==> src/rtl/epp_pkg.sv <==
// epp_pkg: shared EPP command encodings and host state enumeration.
package epp_pkg;
  typedef enum logic [1:0] {
    OP_AW = 2'd0,
    OP_DW = 2'd1,
    OP_AR = 2'd2,
    OP_DR = 2'd3
  } epp_op_e;
  typedef enum logic [2:0] {
    S_IDLE,
    S_SETUP,
    S_STROBE,
    S_RELEASE,
    S_DONE
  } epp_state_e;
  localparam int TO_W = 10;
endpackage

==> src/rtl/epp_sync2.sv <==
// epp_sync2: two-flop synchronizer with asynchronous reset.
module epp_sync2 (
  input  logic clk,
  input  logic rst,
  input  logic i_d,
  output logic o_q
);
  logic r_meta, r_q;
  always_ff @(posedge clk or posedge rst) begin
    if (rst) {r_meta, r_q} <= 2'b00;
    else {r_meta, r_q} <= {i_d, r_meta};
  end
  assign o_q = r_q;
endmodule

==> src/rtl/epp_host.sv <==
// epp_host: EPP bus master sequencing address/data reads and writes.
// Optional watchdog on every handshake phase: EPP_HOST_TIMEOUT_EN.
module epp_host import epp_pkg::*; #(
  parameter int SETUP_CYCLES   = 2,
  parameter int TIMEOUT_CYCLES = 1023
) (
  input  logic       clk,
  input  logic       rst,
  input  logic       cmd_valid,
  output logic       cmd_ready,
  input  logic [1:0] cmd_op,
  input  logic [7:0] cmd_wdata,
  output logic       rsp_valid,
  output logic [7:0] rsp_rdata,
  output logic       rsp_timeout,
  output logic       EppAstb_out,
  output logic       EppDstb_out,
  output logic       EppWR_out,
  input  logic       EppWait_in,
  input  logic [7:0] EppDB_in,
  output logic [7:0] EppDB_out,
  output logic       EppDB_oe
);
  localparam int SW = $clog2(SETUP_CYCLES + 1);
  epp_state_e r_state, w_nxt;
  logic [1:0] r_op, w_op;
  logic [7:0] r_wd, w_wd;
  logic [SW-1:0] r_scnt;
  logic w_wait, w_acc, w_setup_done, w_to, w_to_fire;
  logic r_astb, r_dstb, r_wr, r_oe, r_valid, r_to;
  logic [7:0] r_db, r_rdata;

  epp_sync2 u_sync (.clk(clk), .rst(rst), .i_d(EppWait_in), .o_q(w_wait));

  assign cmd_ready    = (r_state == S_IDLE) && !rst;
  assign w_acc        = cmd_valid && cmd_ready;
  assign w_op         = w_acc ? cmd_op : r_op;
  assign w_wd         = w_acc ? cmd_wdata : r_wd;
  assign w_setup_done = r_scnt == SW'(SETUP_CYCLES - 1);

`ifdef EPP_HOST_TIMEOUT_EN
  logic [TO_W-1:0] r_tcnt;
  always_ff @(posedge clk or posedge rst) begin
    if (rst) r_tcnt <= '0;
    else r_tcnt <= (w_nxt != r_state) ? '0 : r_tcnt + 1'b1;
  end
  assign w_to = (r_state inside {S_SETUP, S_STROBE, S_RELEASE}) &&
                (r_tcnt == TO_W'(TIMEOUT_CYCLES - 1));
`else
  logic w_unused_to;
  assign w_unused_to = TIMEOUT_CYCLES[0];
  assign w_to = 1'b0;
`endif

  always_ff @(posedge clk or posedge rst) begin
    if (rst) r_state <= S_IDLE;
    else r_state <= w_nxt;
  end

  // A normal handshake step always wins over a coincident timeout.
  always_comb begin
    w_nxt     = r_state;
    w_to_fire = 1'b0;
    case (r_state)
      S_IDLE: w_nxt = w_acc ? S_SETUP : S_IDLE;
      S_SETUP: begin
        w_nxt     = (w_setup_done && !w_wait) ? S_STROBE : (w_to ? S_DONE : S_SETUP);
        w_to_fire = !(w_setup_done && !w_wait) && w_to;
      end
      S_STROBE: begin
        w_nxt     = w_wait ? S_RELEASE : (w_to ? S_DONE : S_STROBE);
        w_to_fire = !w_wait && w_to;
      end
      S_RELEASE: begin
        w_nxt     = (!w_wait || w_to) ? S_DONE : S_RELEASE;
        w_to_fire = w_wait && w_to;
      end
      S_DONE: w_nxt = S_IDLE;
      default: w_nxt = S_IDLE;
    endcase
  end

  always_ff @(posedge clk or posedge rst) begin
    if (rst) begin
      r_op <= 2'd0;
      r_wd <= 8'd0;
      r_scnt <= '0;
    end else begin
      r_op <= w_op;
      r_wd <= w_wd;
      r_scnt <= (r_state != S_SETUP) ? '0 : (w_setup_done ? r_scnt : r_scnt + 1'b1);
    end
  end

  // Pad controls are registered from the next state so strobes are glitch-free.
  always_ff @(posedge clk or posedge rst) begin
    if (rst) begin
      r_astb  <= 1'b1;
      r_dstb  <= 1'b1;
      r_wr    <= 1'b1;
      r_oe    <= 1'b0;
      r_db    <= 8'd0;
      r_valid <= 1'b0;
      r_to    <= 1'b0;
      r_rdata <= 8'd0;
    end else begin
      r_astb  <= !(w_nxt == S_STROBE && !w_op[0]);
      r_dstb  <= !(w_nxt == S_STROBE && w_op[0]);
      r_wr    <= (w_nxt == S_IDLE) ? 1'b1 : (w_nxt == S_SETUP) ? w_op[1] : r_wr;
      r_oe    <= (w_nxt == S_IDLE) ? 1'b0 : (w_nxt == S_SETUP) ? !w_op[1] : r_oe;
      r_db    <= (w_nxt == S_IDLE) ? 8'd0 : (w_nxt == S_SETUP) ? (w_op[1] ? 8'd0 : w_wd) : r_db;
      r_valid <= w_nxt == S_DONE;
      r_to    <= w_to_fire;
      r_rdata <= (w_acc || w_to_fire) ? 8'd0 :
                 (r_state == S_STROBE && w_wait && r_op[1]) ? EppDB_in : r_rdata;
    end
  end

  assign EppAstb_out = r_astb;
  assign EppDstb_out = r_dstb;
  assign EppWR_out   = r_wr;
  assign EppDB_oe    = r_oe;
  assign EppDB_out   = r_db;
  assign rsp_valid   = r_valid;
  assign rsp_timeout = r_to;
  assign rsp_rdata   = r_rdata;
endmodule

==> config.mk <==
export PLATFORM = sky130hd
export DESIGN_NAME = epp_host
export DESIGN_NICKNAME = d
export VERILOG_FILES = /design/src/rtl/epp_pkg.sv /design/src/rtl/epp_sync2.sv /design/src/rtl/epp_host.sv
export SDC_FILE = /design/constraint.sdc
export NUM_CORES = 1
export LEC_CHECK = 0
export BUFFER_PORTS_ARGS = -buffer_cell sky130_fd_sc_hd__buf_4
export CORE_MARGIN = 3
export CORE_UTILIZATION = 35
export DETAILED_ROUTE_END_ITERATION = 10
export PLACE_DENSITY = 0.58
export SLEW_MARGIN = 20
export SYNTH_ARGS = -nofsm -noshare
export SYNTH_HDL_FRONTEND = slang
export SYNTH_SLANG_ARGS = --single-unit
export TNS_END_PERCENT = 30
==> constraint.sdc <==
create_clock -name clk -period 3.1 [get_ports clk]
set_clock_uncertainty 0.1 [all_clocks]
set_input_delay 0.155 -clock clk [delete_from_list [all_inputs] [get_ports clk]]
set_output_delay 0.155 -clock clk [all_outputs]
set_load 0.02 [all_outputs]
==> metrics.txt <==
# TYPE chip_impl_metric gauge
chip_impl_info{name="result_of_the_run",value="finished with violations"} 1
chip_impl_info{name="failed_checks",value="hold timing"} 1
chip_impl_metric{name="via_per_inst",unit=""} 4.71
chip_impl_metric{name="grt_start_max_net_pins",unit=""} 24
chip_impl_info{name="regToRegStartpoint",value="r_state[1]"} 1
chip_impl_metric{name="fin_hold_ws",unit="ns"} -0.0225
chip_impl_metric{name="critical_path.max_fanout",unit=""} 12
chip_impl_metric{name="final_nets",unit=""} 208
chip_impl_metric{name="wire_per_inst",unit="um"} 13.3
chip_impl_info{name="most-common-layout-cells",value="45 x buf_4, 35 x dfrtp_1, 17 x nor2_1"} 1
chip_impl_metric{name="number_of_antenna_violations_at_the_first_check_in_global_routing",unit=""} 0
chip_impl_metric{name="post-route-period-util",unit="%"} 67.1
chip_impl_metric{name="numPortBuffers",unit=""} 43
chip_impl_metric{name="highest_clock_rate",unit="GHz"} 0.481
chip_impl_metric{name="final_period_minus_worst_setup_slack",unit="ns"} 2.08
chip_impl_metric{name="die_area",unit="um^2"} 5190
chip_impl_metric{name="power_density",unit="nW/um^2"} 962
chip_impl_metric{name="finalSetupViolations",unit=""} 0
chip_impl_metric{name="io_pins",unit=""} 45
chip_impl_metric{name="cts_hold_buf",unit=""} 16
chip_impl_metric{name="pre_cts_setup_slack",unit="ns"} 1.03
chip_impl_info{name="crit_path_top_delay_cell",value="dfrtp_1"} 1
chip_impl_info{name="path_cells",value="nor4_4 > nand2_2 > o221a_1 > a211oi_1"} 1
chip_impl_info{name="critPathKind",value="reg2reg"} 1
chip_impl_info{name="timing.critical_path.to_type",value="register"} 1
chip_impl_metric{name="grtUsageTotal",unit="%"} 12.9
chip_impl_info{name="unrepaired_setup_endpoints_after_global_routing",value="false"} 1
chip_impl_metric{name="detail_route.first_pass.iterations",unit=""} 3
chip_impl_metric{name="yosysUniqueCellTypes",unit=""} 28
chip_impl_metric{name="cts_num_sinks",unit=""} 38
chip_impl_metric{name="worst-r2r-setup-slack",unit="ns"} 1.02
chip_impl_metric{name="syn_nets",unit=""} 146
chip_impl_metric{name="clock_tree.buffer_depth",unit=""} 2
chip_impl_metric{name="cts-buffers-inserted",unit=""} 5
chip_impl_metric{name="worstMarginPinSlew",unit="ns"} 0.877
chip_impl_metric{name="later_pin_clock_latency_in_the_skew_report",unit="ns"} 0.29
chip_impl_info{name="start_kind",value="register"} 1
chip_impl_metric{name="worstRegToRegCells",unit=""} 4
chip_impl_metric{name="grt_pass1_vias",unit=""} 1155
chip_impl_metric{name="vdd_drop_max",unit="mV"} 0.421
chip_impl_metric{name="synthToLayoutAreaGrowth",unit="%"} 40.0
chip_impl_metric{name="post-route-cell-area",unit="um^2"} 2140
chip_impl_metric{name="timing_max_transition_violations_final",unit=""} 0
chip_impl_metric{name="synth-warning-count",unit=""} 0
chip_impl_metric{name="max_stage_delay",unit="ns"} 0.50
chip_impl_metric{name="die-width",unit="um"} 72.1
chip_impl_metric{name="post-route-worst-setup-slack",unit="ns"} 1.02
chip_impl_metric{name="postLayoutCoreUtil",unit="%"} 52.0
chip_impl_metric{name="wl",unit="um"} 3130
chip_impl_metric{name="floorplan.initialDensity",unit="%"} 37.1
chip_impl_metric{name="avgSynthCellArea",unit="um^2"} 12.4
chip_impl_info{name="cp-startpoint",value="r_state[1]"} 1
chip_impl_info{name="setup.worst_path.end",value="EppDB_out[4]"} 1
chip_impl_metric{name="ys_seq_area_share",unit="%"} 62.5
chip_impl_info{name="critical_path.reg2reg.endpoint",value="EppDB_out[4]"} 1
chip_impl_metric{name="static-leakage-power",unit="nW"} 1.10
chip_impl_metric{name="maxcap_viol_count",unit=""} 0
chip_impl_metric{name="grt-ovfl-total",unit=""} 0
chip_impl_metric{name="vias",unit=""} 1111
chip_impl_metric{name="core",unit="um^2"} 4120
chip_impl_metric{name="crit_arrival",unit="ns"} 2.17
chip_impl_metric{name="timing.slew.headroom",unit="%"} 41.4
chip_impl_metric{name="clkTransAtPathRegs",unit="ns"} 0.07
chip_impl_metric{name="antenna_violating_nets_post_route",unit=""} 0
chip_impl_metric{name="hold_violations",unit=""} 20
chip_impl_metric{name="hpwlAfterDp",unit="um"} 2200
chip_impl_metric{name="cts_resized",unit=""} 0
chip_impl_metric{name="final_layout_size_suffix_gt1_share",unit="%"} 33.3
chip_impl_metric{name="n_antenna_cell",unit=""} 0
chip_impl_metric{name="syn_area",unit="um^2"} 1530
chip_impl_metric{name="dieHeight",unit="um"} 72.1
chip_impl_metric{name="syn_inst",unit=""} 123
chip_impl_metric{name="post-cts-setup-buffers",unit=""} 0
chip_impl_metric{name="num_rows",unit=""} 23
chip_impl_info{name="hp-class",value="in2async"} 1
chip_impl_info{name="cts_tree",value="done"} 1
chip_impl_metric{name="placed_cell_area",unit="um^2"} 1890
chip_impl_info{name="clock-root-buffer",value="clkbuf_8"} 1
chip_impl_metric{name="timing.critical_path.required",unit="ns"} 3.19
chip_impl_metric{name="global_route_wire_length_before_repair",unit="um"} 5220
chip_impl_metric{name="htree_levels",unit=""} 2
chip_impl_metric{name="route.detailed.drc",unit=""} 0
chip_impl_metric{name="gp_congestion",unit=""} 0.734
chip_impl_info{name="mostFrequentLayoutCell",value="buf_4"} 1
chip_impl_metric{name="initialDrtViolationCount",unit=""} 27
chip_impl_metric{name="postSynthRegisterBits",unit=""} 38
chip_impl_metric{name="fin_tns_setup",unit="ns"} 0
-- layout make-up --
type                    instances  area, um^2
inverters                      12        45.0
repair buffers                 61         498
clock buffers                   7        86.3
clock inverters                 1        5.00
flip-flops and latches         38         955
well taps                      50        62.6
fillers                       369        1980
multi-input cells              67         488
-- flip-flops by register name, summed over array words and instances, names as in the netlist --
register,cells
EppAstb_out,1
EppDB_oe,1
EppDB_out,8
EppDstb_out,1
EppWR_out,1
r_op,2
r_scnt,2
r_state,3
r_wd,8
rsp_rdata,8
rsp_valid,1
u_sync.o_q,1
u_sync.r_meta,1
-- synth_stat cells, drive strengths merged --
cell	count	area (um^2)
nor2	17	63.8
nor4	1	21.3
nand2b	4	25.0
buf	5	36.3
dfstp	3	78.8
ha	1	12.5
o221ai	1	8.76
inv	12	45.0
o21ai	1	8.76
clkbuf	1	3.75
conb	1	3.75
nand2	4	17.5
mux2i	9	90.1
nand3b	2	15.0
a22o	8	70.1
and3b	1	8.76
xor2	1	8.76
o21bai	1	7.51
a211oi	9	72.6
nor3	1	10.0
a21oi	2	10.0
dfrtp	35	876
mux2	2	22.5
o221a	1	11.3
-- metal layers --
layer	global-route usage, %	share of wire [%]
met5	0	0
met4	3.76	1.1
met3	4.71	7.5
met2	20.4	44
met1	16.5	47
-- cell families (layout without fill, tap and decap cells) --
| logic type | count (synthesis) | after routing | synth area share [%] |
|---|---|---|---|
| compound gates | 23 | 23 | 12.4 |
| fa+ha+maj | 1 | 1 | 0.819 |
| other cells | 1 | 1 | 0.245 |
| flops | 38 | 38 | 62.5 |
| xor+xnor | 1 | 1 | 0.573 |
| mux | 11 | 11 | 7.37 |
| buf+inv | 18 | 81 | 5.57 |
| simple gates | 30 | 30 | 10.6 |
-- power by group --
group | switching [mW] | total (mW) | internal (mW)
Sequential | 0.122 | 0.829 | 0.707
Combinational | 0.485 | 0.883 | 0.398
Clock | 0.168 | 0.347 | 0.179
-- critical path, delay by kind of cell, from the launching register on --
kind             cells  cell delay [ns]
AO/OA/AOI/OAI        2             0.71
AND/OR/NAND/NOR      2             0.67
flip-flops           1             0.50
-- worst min-delay path by stage --
stage,slack (ns),end,start
floorplan,0.09,u_sync.r_meta,EppWait_in
global placement,0.17,u_sync.r_meta,EppWait_in
detailed placement,0.17,u_sync.r_meta,EppWait_in
CTS,0.002,r_op[1],rst
global route,0.02,r_op[1],cmd_op[1]
finish,-0.02,r_op[1],rst
-- through the flow --
step / cells / total power [mW]
finish: 236 / 2.06
floorplan: 123 / 1.44
global route: 236 / 2.22
detailed placement: 212 / 1.72
CTS: 236 / 2.09
global placement: 212 / 1.69
No activity file was read; power rests on OpenSTA's default activity.
